$ cat config.mk
export PLATFORM = sky130hd
export DESIGN_NAME = uart_tx_fsm
export DESIGN_NICKNAME = d
export VERILOG_FILES = /design/src/rtl/uart_pkg.sv /design/src/rtl/tmr_vote.sv /design/src/rtl/uart_tx_fsm.sv
export SDC_FILE = /design/constraint.sdc
export NUM_CORES = 1
export LEC_CHECK = 0
export ABC_CLOCK_PERIOD_IN_PS = 3400
export CORE_ASPECT_RATIO = 0.8
export CORE_MARGIN = 1.5
export CORE_UTILIZATION = 50
export CTS_BUF_LIST = sky130_fd_sc_hd__clkbuf_16
export DETAILED_ROUTE_END_ITERATION = 8
export PLACE_DENSITY = 0.77
export SLEW_MARGIN = 40
export SYNTH_ARGS = -nofsm -noshare
export SYNTH_HDL_FRONTEND = slang
export SYNTH_HIERARCHICAL = 1
export SYNTH_SLANG_ARGS = --single-unit
$ cat constraint.sdc
create_clock -name clk -period 3.4 [get_ports clk]
set_input_delay 0.68 -clock clk [delete_from_list [all_inputs] [get_ports clk]]
set_output_delay 0.68 -clock clk [all_outputs]
set_load 0.02 [all_outputs]
$ cat src/rtl/uart_pkg.sv
// Shared UART definitions: one-hot state encodings, enable constants and
// the supported data-bit range.
package uart_pkg;

  typedef enum logic [4:0] {
    ST_INTERVAL  = 5'b00001,
    ST_STARTBIT  = 5'b00010,
    ST_DATABITS  = 5'b00100,
    ST_PARITYBIT = 5'b01000,
    ST_STOPBIT   = 5'b10000
  } state_e;

  localparam logic ENABLE  = 1'b1;
  localparam logic DISABLE = 1'b0;

  localparam int DATA_BITS_MIN = 5;
  localparam int DATA_BITS_MAX = 8;

endpackage

$ cat src/rtl/tmr_vote.sv
// Bitwise 2-of-3 majority voter for triple-redundant registers.
module tmr_vote #(
  parameter int W = 1
) (
  input  logic [W-1:0] a,
  input  logic [W-1:0] b,
  input  logic [W-1:0] c,
  output logic [W-1:0] y
);

  assign y = (a & b) | (a & c) | (b & c);

endmodule

$ cat src/rtl/uart_tx_fsm.sv
// UART transmit core: framing FSM, shift register and one-byte holding buffer.
// State and bit counter are triplicated and majority voted.
module uart_tx_fsm
  import uart_pkg::*;
#(
  parameter int DATA_BITS = 8
) (
  input  logic                 clk,
  input  logic                 rst,
  input  logic                 p_Enable_i,
  input  logic                 BaudSig_i,
  input  logic [DATA_BITS-1:0] Data_i,
  input  logic                 Valid_i,
  output logic                 Ready_o,
  input  logic                 p_ParityEnable_i,
  input  logic                 p_ParityOdd_i,
  input  logic                 p_TwoStop_i,
  output logic                 Tx_o,
  output logic [4:0]           State_o,
  output logic [3:0]           BitCounter_o,
  output logic                 ByteDone_o
);

  if (DATA_BITS < DATA_BITS_MIN || DATA_BITS > DATA_BITS_MAX) begin : g_bad_data_bits
    $error("uart_tx_fsm: DATA_BITS out of range");
  end

  localparam logic [3:0] LAST_BIT = 4'(DATA_BITS - 1);

  logic [4:0]           state_q0, state_q1, state_q2, state_v, state_d;
  logic [3:0]           cnt_q0, cnt_q1, cnt_q2, cnt_v, cnt_d;
  logic [DATA_BITS-1:0] shift_q, shift_d, buf_q, buf_d;
  logic                 full_q, full_d;
  logic                 tx_q, tx_d;
  logic                 stop_q, stop_d;
  logic                 par_en_q, par_en_d;
  logic                 two_stop_q, two_stop_d;
  logic                 parity_q, parity_d;
  logic                 start;
  logic                 done;

  tmr_vote #(.W(5)) u_vote_state (
    .a (state_q0),
    .b (state_q1),
    .c (state_q2),
    .y (state_v)
  );

  tmr_vote #(.W(4)) u_vote_cnt (
    .a (cnt_q0),
    .b (cnt_q1),
    .c (cnt_q2),
    .y (cnt_v)
  );

  always_comb begin
    state_d    = state_v;
    cnt_d      = cnt_v;
    shift_d    = shift_q;
    buf_d      = buf_q;
    full_d     = full_q;
    tx_d       = tx_q;
    stop_d     = stop_q;
    par_en_d   = par_en_q;
    two_stop_d = two_stop_q;
    parity_d   = parity_q;
    start      = 1'b0;
    done       = 1'b0;

    if (Valid_i && !full_q) begin
      buf_d  = Data_i;
      full_d = 1'b1;
    end

    case (state_v)
      ST_INTERVAL: begin
        tx_d  = 1'b1;
        cnt_d = '0;
        if (BaudSig_i && full_q && p_Enable_i == ENABLE) start = 1'b1;
      end
      ST_STARTBIT: begin
        cnt_d = '0;
        if (BaudSig_i) begin
          state_d = ST_DATABITS;
          tx_d    = shift_q[0];
        end
      end
      ST_DATABITS: begin
        if (BaudSig_i) begin
          // >= rather than == so a corrupted counter still terminates the frame
          if (cnt_v >= LAST_BIT) begin
            cnt_d = '0;
            if (par_en_q) begin
              state_d = ST_PARITYBIT;
              tx_d    = parity_q;
            end else begin
              state_d = ST_STOPBIT;
              tx_d    = 1'b1;
              stop_d  = two_stop_q;
            end
          end else begin
            shift_d = shift_q >> 1;
            cnt_d   = cnt_v + 4'd1;
            tx_d    = shift_d[0];
          end
        end
      end
      ST_PARITYBIT: begin
        cnt_d = '0;
        if (BaudSig_i) begin
          state_d = ST_STOPBIT;
          tx_d    = 1'b1;
          stop_d  = two_stop_q;
        end
      end
      ST_STOPBIT: begin
        cnt_d = '0;
        if (BaudSig_i) begin
          if (stop_q) begin
            stop_d = 1'b0;
          end else begin
            done = 1'b1;
            if (full_q && p_Enable_i == ENABLE) begin
              start = 1'b1;
            end else begin
              state_d = ST_INTERVAL;
              tx_d    = 1'b1;
            end
          end
        end
      end
      default: begin
        state_d = ST_INTERVAL;
        tx_d    = 1'b1;
        cnt_d   = '0;
      end
    endcase

    // Frame start: config and parity are frozen here for the whole frame
    if (start) begin
      state_d    = ST_STARTBIT;
      tx_d       = 1'b0;
      cnt_d      = '0;
      shift_d    = buf_q;
      full_d     = 1'b0;
      par_en_d   = p_ParityEnable_i;
      two_stop_d = p_TwoStop_i;
      parity_d   = p_ParityOdd_i ? ~^buf_q : ^buf_q;
    end
  end

  always_ff @(posedge clk or negedge rst) begin
    if (!rst) begin
      state_q0   <= ST_INTERVAL;
      state_q1   <= ST_INTERVAL;
      state_q2   <= ST_INTERVAL;
      cnt_q0     <= '0;
      cnt_q1     <= '0;
      cnt_q2     <= '0;
      shift_q    <= '0;
      buf_q      <= '0;
      full_q     <= 1'b0;
      tx_q       <= 1'b1;
      stop_q     <= 1'b0;
      par_en_q   <= DISABLE;
      two_stop_q <= DISABLE;
      parity_q   <= 1'b0;
    end else begin
      state_q0   <= state_d;
      state_q1   <= state_d;
      state_q2   <= state_d;
      cnt_q0     <= cnt_d;
      cnt_q1     <= cnt_d;
      cnt_q2     <= cnt_d;
      shift_q    <= shift_d;
      buf_q      <= buf_d;
      full_q     <= full_d;
      tx_q       <= tx_d;
      stop_q     <= stop_d;
      par_en_q   <= par_en_d;
      two_stop_q <= two_stop_d;
      parity_q   <= parity_d;
    end
  end

  assign Ready_o      = ~full_q;
  assign Tx_o         = tx_q;
  assign State_o      = state_v;
  assign BitCounter_o = cnt_v;
  assign ByteDone_o   = done;

endmodule

* Word level (Yosys, flattened, before mapping)
Cells that the tools add are included.
** Storage, ports and cells
- Bits in latches :: 0
- Output and inout port bits :: 12
- Bits in read-only memories :: 0
- Bits in registers :: 31
- Memories kept :: 0
- Word-level logic and storage cells :: 95
- RAM bits :: 0
** Operators by class
- Reduce and logical (&&, ||, !) cells :: 14
- Muxes and demuxes :: 45
- Order comparisons :: 1
- Add/subtract/negate cells :: 1
- Bitwise operators :: 7
- Shift operators :: 0
- Div/mod/pow operators :: 0
- Multipliers :: 0
- Equal/unequal tests :: 17
** Operators by type and width (number)
- $mux W5 :: 9
- $mux W8 :: 4
- $pmux W5 S5 :: 1
- $mux W1 :: 24
- $ne A3 B3 Y1 const B :: 6
- $mux W4 :: 4
- $ne A2 B2 Y1 const B :: 6
- $reduce_and A6 Y1 :: 2
- $or A5 B5 Y5 :: 2
- $or A4 B4 Y4 :: 2
- $reduce_xnor A8 Y1 :: 1
- $reduce_xor A8 Y1 :: 1
- $reduce_bool A2 Y1 :: 3
- $and A5 B5 Y5 :: 1
- $eq A5 B1 Y1 const B :: 1
- $eq A5 B2 Y1 const B :: 1
- $eq A5 B3 Y1 const B :: 1
- $eq A5 B4 Y1 const B :: 1
- $eq A5 B5 Y1 const B :: 1
- $add A4 B1 Y4 const B :: 1
- $and A4 B4 Y4 :: 1
- $ge A4 B3 Y1 const B :: 1
- $logic_and A1 B1 Y1 :: 4
- $pmux W1 S4 :: 1
- other kinds (6) :: 6

* Logic depth before layout (Yosys ltp)
- Word-level depth :: 8
- Depth in mapped cells :: 7
- Gate-level depth less buffers :: 6

* Hierarchy
The synthesis kept the hierarchy.
** By module, submodules not included
- uart_tx_fsm :: cells each 159, instances 1, sequential area each 778.2 um2, area an instance 1706.6 um2
- tmr_vote (u_vote_state) :: cells each 5, instances 1, sequential area each 0.0 um2, area an instance 56.3 um2
- tmr_vote (u_vote_cnt) :: cells each 4, instances 1, sequential area each 0.0 um2, area an instance 45.0 um2

* Least setup slack after synthesis
Ideal clock, no wire load.
- Path type :: register to register
- Start point :: reg state_q2[1]
- End point :: reg par_en_q
- Slack :: 0.974 ns
- Cell stages (with the launch flop) :: 6
- Library setup time :: 0.125 ns
- Path buffers :: 1
- Arrival :: 2.301 ns
- Path through :: dfrtp_1 > maj3_2 > or3_1 > a2111oi_4 > buf_6 > mux2_4
** On the way
- Longest elaborated chain between the ends :: 5
- Elaborated cells on any way between the ends :: 6
- Classes of those cells :: 2 x eq/ne; 1 x mux; 3 x bitwise
** RTL lines
- from (decl) :: RTL line uart_tx_fsm.sv:30 : logic [4:0] state_q0, state_q1, state_q2, state_v, state_d;
- from (signal assigned) :: RTL line uart_tx_fsm.sv:171 : state_q2 <= state_d;
- $and A5 B5 Y5 (*) :: RTL line tmr_vote.sv:11 : assign y = (a & b) | (a & c) | (b & c);
- $or A5 B5 Y5 :: RTL line tmr_vote.sv:11
- $or A5 B5 Y5 (*) :: RTL line tmr_vote.sv:11
- via State_o[1] :: RTL line uart_tx_fsm.sv:19 : output logic [4:0] State_o,
- $eq A5 B5 Y1 / $eq A5 B1 Y1 (equally long branches) :: RTL line uart_tx_fsm.sv:75 : case (state_v)
- $pmux W1 S2 (*) :: RTL line uart_tx_fsm.sv:75
- to (signal assigned) :: RTL line uart_tx_fsm.sv:180 : par_en_q <= par_en_d;
- to (decl) :: RTL line uart_tx_fsm.sv:36 : logic par_en_q, par_en_d;
The timed path passes the listed nets; every way through them passes the cells marked *.
A chain may end at the register's enable or synchronous reset.

* Worst setup path after layout
- Start point :: reg state_q2[3]
- End point :: out ByteDone_o
** On the way
- Longest elaborated chain between the ends :: 5
** RTL lines
- $and A5 B5 Y5 (*) :: RTL line tmr_vote.sv:11
- $or A5 B5 Y5 :: RTL line tmr_vote.sv:11
- $or A5 B5 Y5 (*) :: RTL line tmr_vote.sv:11
- $eq A5 B5 Y1 (*) :: RTL line uart_tx_fsm.sv:75
- $mux W1 (*) :: RTL line uart_tx_fsm.sv:75
- to (decl) :: RTL line uart_tx_fsm.sv:21 : output logic ByteDone_o
Every way passes the cells marked *; elsewhere a longest branch is shown, timed or not.

==> metrics list <==
- Outcome: finished clean
* CP Capture Type: primary output
* Pin count of the biggest net entering global routing: 32
* # DRC: 0
* Setup violation total in the final timing report: 0
- Initial cell density of the core: 52.45%
- Worst skew pair latency: 0.27 ns
* Synthesized area per cell: 10.76 um^2
- Measured in cells, the most critical reg-to-reg path has a length of 6.
- The final count of pins violating max slew came to 0.
* Top fanout value on the critical path: 13
* Leading post-synthesis cells by instance count: sky130_fd_sc_hd__dfrtp_1, sky130_fd_sc_hd__nand2_1, sky130_fd_sc_hd__nor2_1
* Highest achievable clock rate: 324.1 MHz
- Cells with a size suffix above 1 make up 18.69% of the layout.
- Yosys mapped the design onto 50 distinct sky130hd cell types.
* Number of H-tree levels: 2
- Overall die height: 56.79 um
- Clock net sink count: 31
- In this design, the stage delay of the slowest critical-path cell is 0.60 ns.
- The number of global-route vias before repair came to 1418.
* Largest delay share family, worst path: simple AND/OR/NAND/NOR gates
* Average detailed-routed wire length per instance: 16.58 um
* Min Clock Period, post-route: 3.086 ns
* Number of buffers added to fix hold violations after cts: 0
- The total area inside the core boundary comes to 3447 um^2.
* Iteration count of the initial detailed-routing pass: 4
- Antenna Diode Count: 0
- DRC violation total after the first TritonRoute iteration: 125
- Worst-case hold path end point: shift_q[2]
* Post-Place Worst Slack: 0.6992 ns
- In this run, synthesis produced a sequential element count of 31.
- The worst pin sits at a relative slew slack of 49.72%.
- The final hold violation count came to 0.
- GR met3 Demand/Resource: 6.643%
* Layout overhead on the synthesized area: 24.57%
* Count of flip-flops with a built-in enable after synthesis: 0
* Number of nets in the finished design: 214
- Syn. warnings: 6
- Once routing completed, OpenROAD measured the worst setup slack at 0.3141 ns.
- The cell area that synthesis handed to floorplanning was 1808 um^2.
* CP max-delay cell: sky130_fd_sc_hd__clkdlybuf4s50_1
- After legalization and detailed placement, the total HPWL measured 2685 um.
* Signal arrival time at the worst endpoint: 2.41 ns
- Final weighted congestion in routability-driven placement: 0.8622
* Main synth FF type: sky130_fd_sc_hd__dfrtp_1
* Proportion of netlist area held by the largest area contributor: 40.14%
- Total of buffers placed on input and output ports: 27
- Traced cell by cell, the critical path runs through maj3_2, nor3_1, nand3_1, nor2_1, clkdlybuf4s50_1.
- Number of cells on the worst hold path: 1
* Cell accounting for the most synthesized area: sky130_fd_sc_hd__dfrtp_1
- I/O pin cnt: 28
- For the worst setup path, the data required time is 2.72 ns.
* Number of buffer and inverter instances along the worst setup path: 1
* Clock skew: 0.003335 ns
* Number of instances in the synthesized netlist: 168
- For the final routed database, the setup TNS stands at 0 ns.
* Vias: 1417
- Max_cap viols: 0
- Count leader, synth: sky130_fd_sc_hd__dfrtp_1
- Met1 Track Usage GR: 30.70%
- Power comes to 1.311 mW.
- CTS resizes: 0
* Number of standard-cell rows in the floorplan: 19
* Hold Path Class: register to register
- Net count after synthesis: 185
- Number of buffers inserted by post-CTS setup repair: 0
- Ratio of final minimum period to clock period: 90.76%
* Maximum ir drop on the vdd rail: 413.8 uV
- In this run the static leakage power is 0.9371 nW.
- Unrepaired setup endpoints after global routing: false
- Buffer type at the clock tree root: sky130_fd_sc_hd__clkbuf_16
* Via/cell ratio: 5.904
* Leading cell types by total area after synthesis: sky130_fd_sc_hd__dfrtp_1, sky130_fd_sc_hd__maj3_2, sky130_fd_sc_hd__mux2_2, sky130_fd_sc_hd__xnor2_1, sky130_fd_sc_hd__a21o_1
* Number of buffers created by CTS: 5
- Clock Path Buffers: 2
- Horizontal die dimension: 70.23 um
- Slew of the pin with the lowest slew margin: 0.7527 ns
* Global routing usage summed across all routing layers: 22.32%
- Die Footprint: 3988 um^2
- DRT antenna net count: 0
- Crit path launch type: register
- Reg-to-reg setup timing slack: 0.80 ns
- Worst flop-to-flop path endpoint: shift_q[0]
- In this run the critical register-to-register path is launched from state_q2[1].
- The critical path is of the register to primary output type.
- The first global-routing pass estimated 6810 um of wire.
- Fraction of met2 tracks used by global routing: 34.50%
- The layer flagged by global routing as most heavily used is met2.
- Hold wc startpoint: shift_q[2]
* Clock-pin slew reported for the worst setup and hold paths after clock tree synthesis: 0.05 ns
- Power spread over the standard cell area amounts to 582.3 nW/um^2.
* Initial antenna violation count: 0
- TritonCTS built the clock tree.
- Share of synthesized area occupied by flip-flops and latches: 43.04%
* Sum of overflow across all layers after global routing: 0
* Final cell utilization of the core: 65.34%
- For this run, asynchronously set or reset flops after synthesis account for 100.0%.
- Total detailed-routing wirelength: 3980 um
cell type report:
type,instances,area [um^2]
clock inverters,3,15.01
inverters,6,22.52
flip-flops and latches,31,778.2
multi-input cells,123,965.9
repair buffers,30,292.8
fillers,266,1195
clock buffers,5,125.1
well taps,42,52.55
how the worst max path moves through the flow:
stage / start / cells after the start / end
finish: state_q2[3] / 5 / ByteDone_o
CTS: state_q2[1] / 5 / ByteDone_o
global route: state_q2[1] / 5 / ByteDone_o
detailed placement: state_q2[3] / 5 / ByteDone_o
global placement: state_q2[3] / 5 / ByteDone_o
floorplan: state_q2[1] / 5 / par_en_q
report_power, final:
part | switching [mW] | total, mW | leakage, nW | internal [mW]
Sequential | 0.0744 | 0.542 | 0.385 | 0.468
Clock | 0.157 | 0.423 | 0.0649 | 0.265
Combinational | 0.132 | 0.346 | 0.487 | 0.214
state kept, by name, summed over array words and instances, names as in the netlist:
signal	flops
cnt_q2	4
state_q2	5
stop_q	1
buf_q	8
parity_q	1
shift_q	8
par_en_q	1
two_stop_q	1
full_q	1
Tx_o	1
kinds of logic after synthesis:
logic type / count (synthesis) / share of synthesized area, %
AOI/OAI and AO/OA: 41 / 17.37
xor gates and xnor gates: 11 / 6.090
adders and majority gates: 10 / 6.298
buffers and inverters: 14 / 3.529
DFF: 31 / 43.05
muxes: 14 / 9.204
and+or+nand+nor: 47 / 14.47
metrics by stage:
step / instance area (um^2) / std cells / hold WS (ns)
detailed placement: 2112 / 232 / 0.4764
floorplan: 1808 / 168 / 0.3844
finish: 2252 / 240 / 0.4913
CTS: 2252 / 240 / 0.4877
global placement: 2112 / 232 / 0.4596
global route: 2252 / 240 / 0.5032
cells in the final DEF (no fill, tap or decap), types with 3 or more instances in the layout:
cell	n
sky130_fd_sc_hd__mux2_4	3
sky130_fd_sc_hd__maj3_2	9
sky130_fd_sc_hd__nand2b_1	5
sky130_fd_sc_hd__nor2_1	10
sky130_fd_sc_hd__xnor2_1	8
sky130_fd_sc_hd__inv_1	5
sky130_fd_sc_hd__dfrtp_1	29
sky130_fd_sc_hd__mux2_2	9
sky130_fd_sc_hd__clkbuf_16	5
sky130_fd_sc_hd__clkdlybuf4s50_1	27
sky130_fd_sc_hd__a21oi_1	7
sky130_fd_sc_hd__nand2_1	10
sky130_fd_sc_hd__a22o_1	6
sky130_fd_sc_hd__a21o_1	7
sky130_fd_sc_hd__o21ai_0	5
sky130_fd_sc_hd__nor3_1	6
sky130_fd_sc_hd__buf_4	3
sky130_fd_sc_hd__nand3_1	3
per-layer routing:
layer  share of wire, %  wire, um
met5                  0         0
met4                1.0        40
met3                5.6       224
met2                 48      1893
met1                 46      1822
Note: power is estimated with default switching activity, not from simulation.
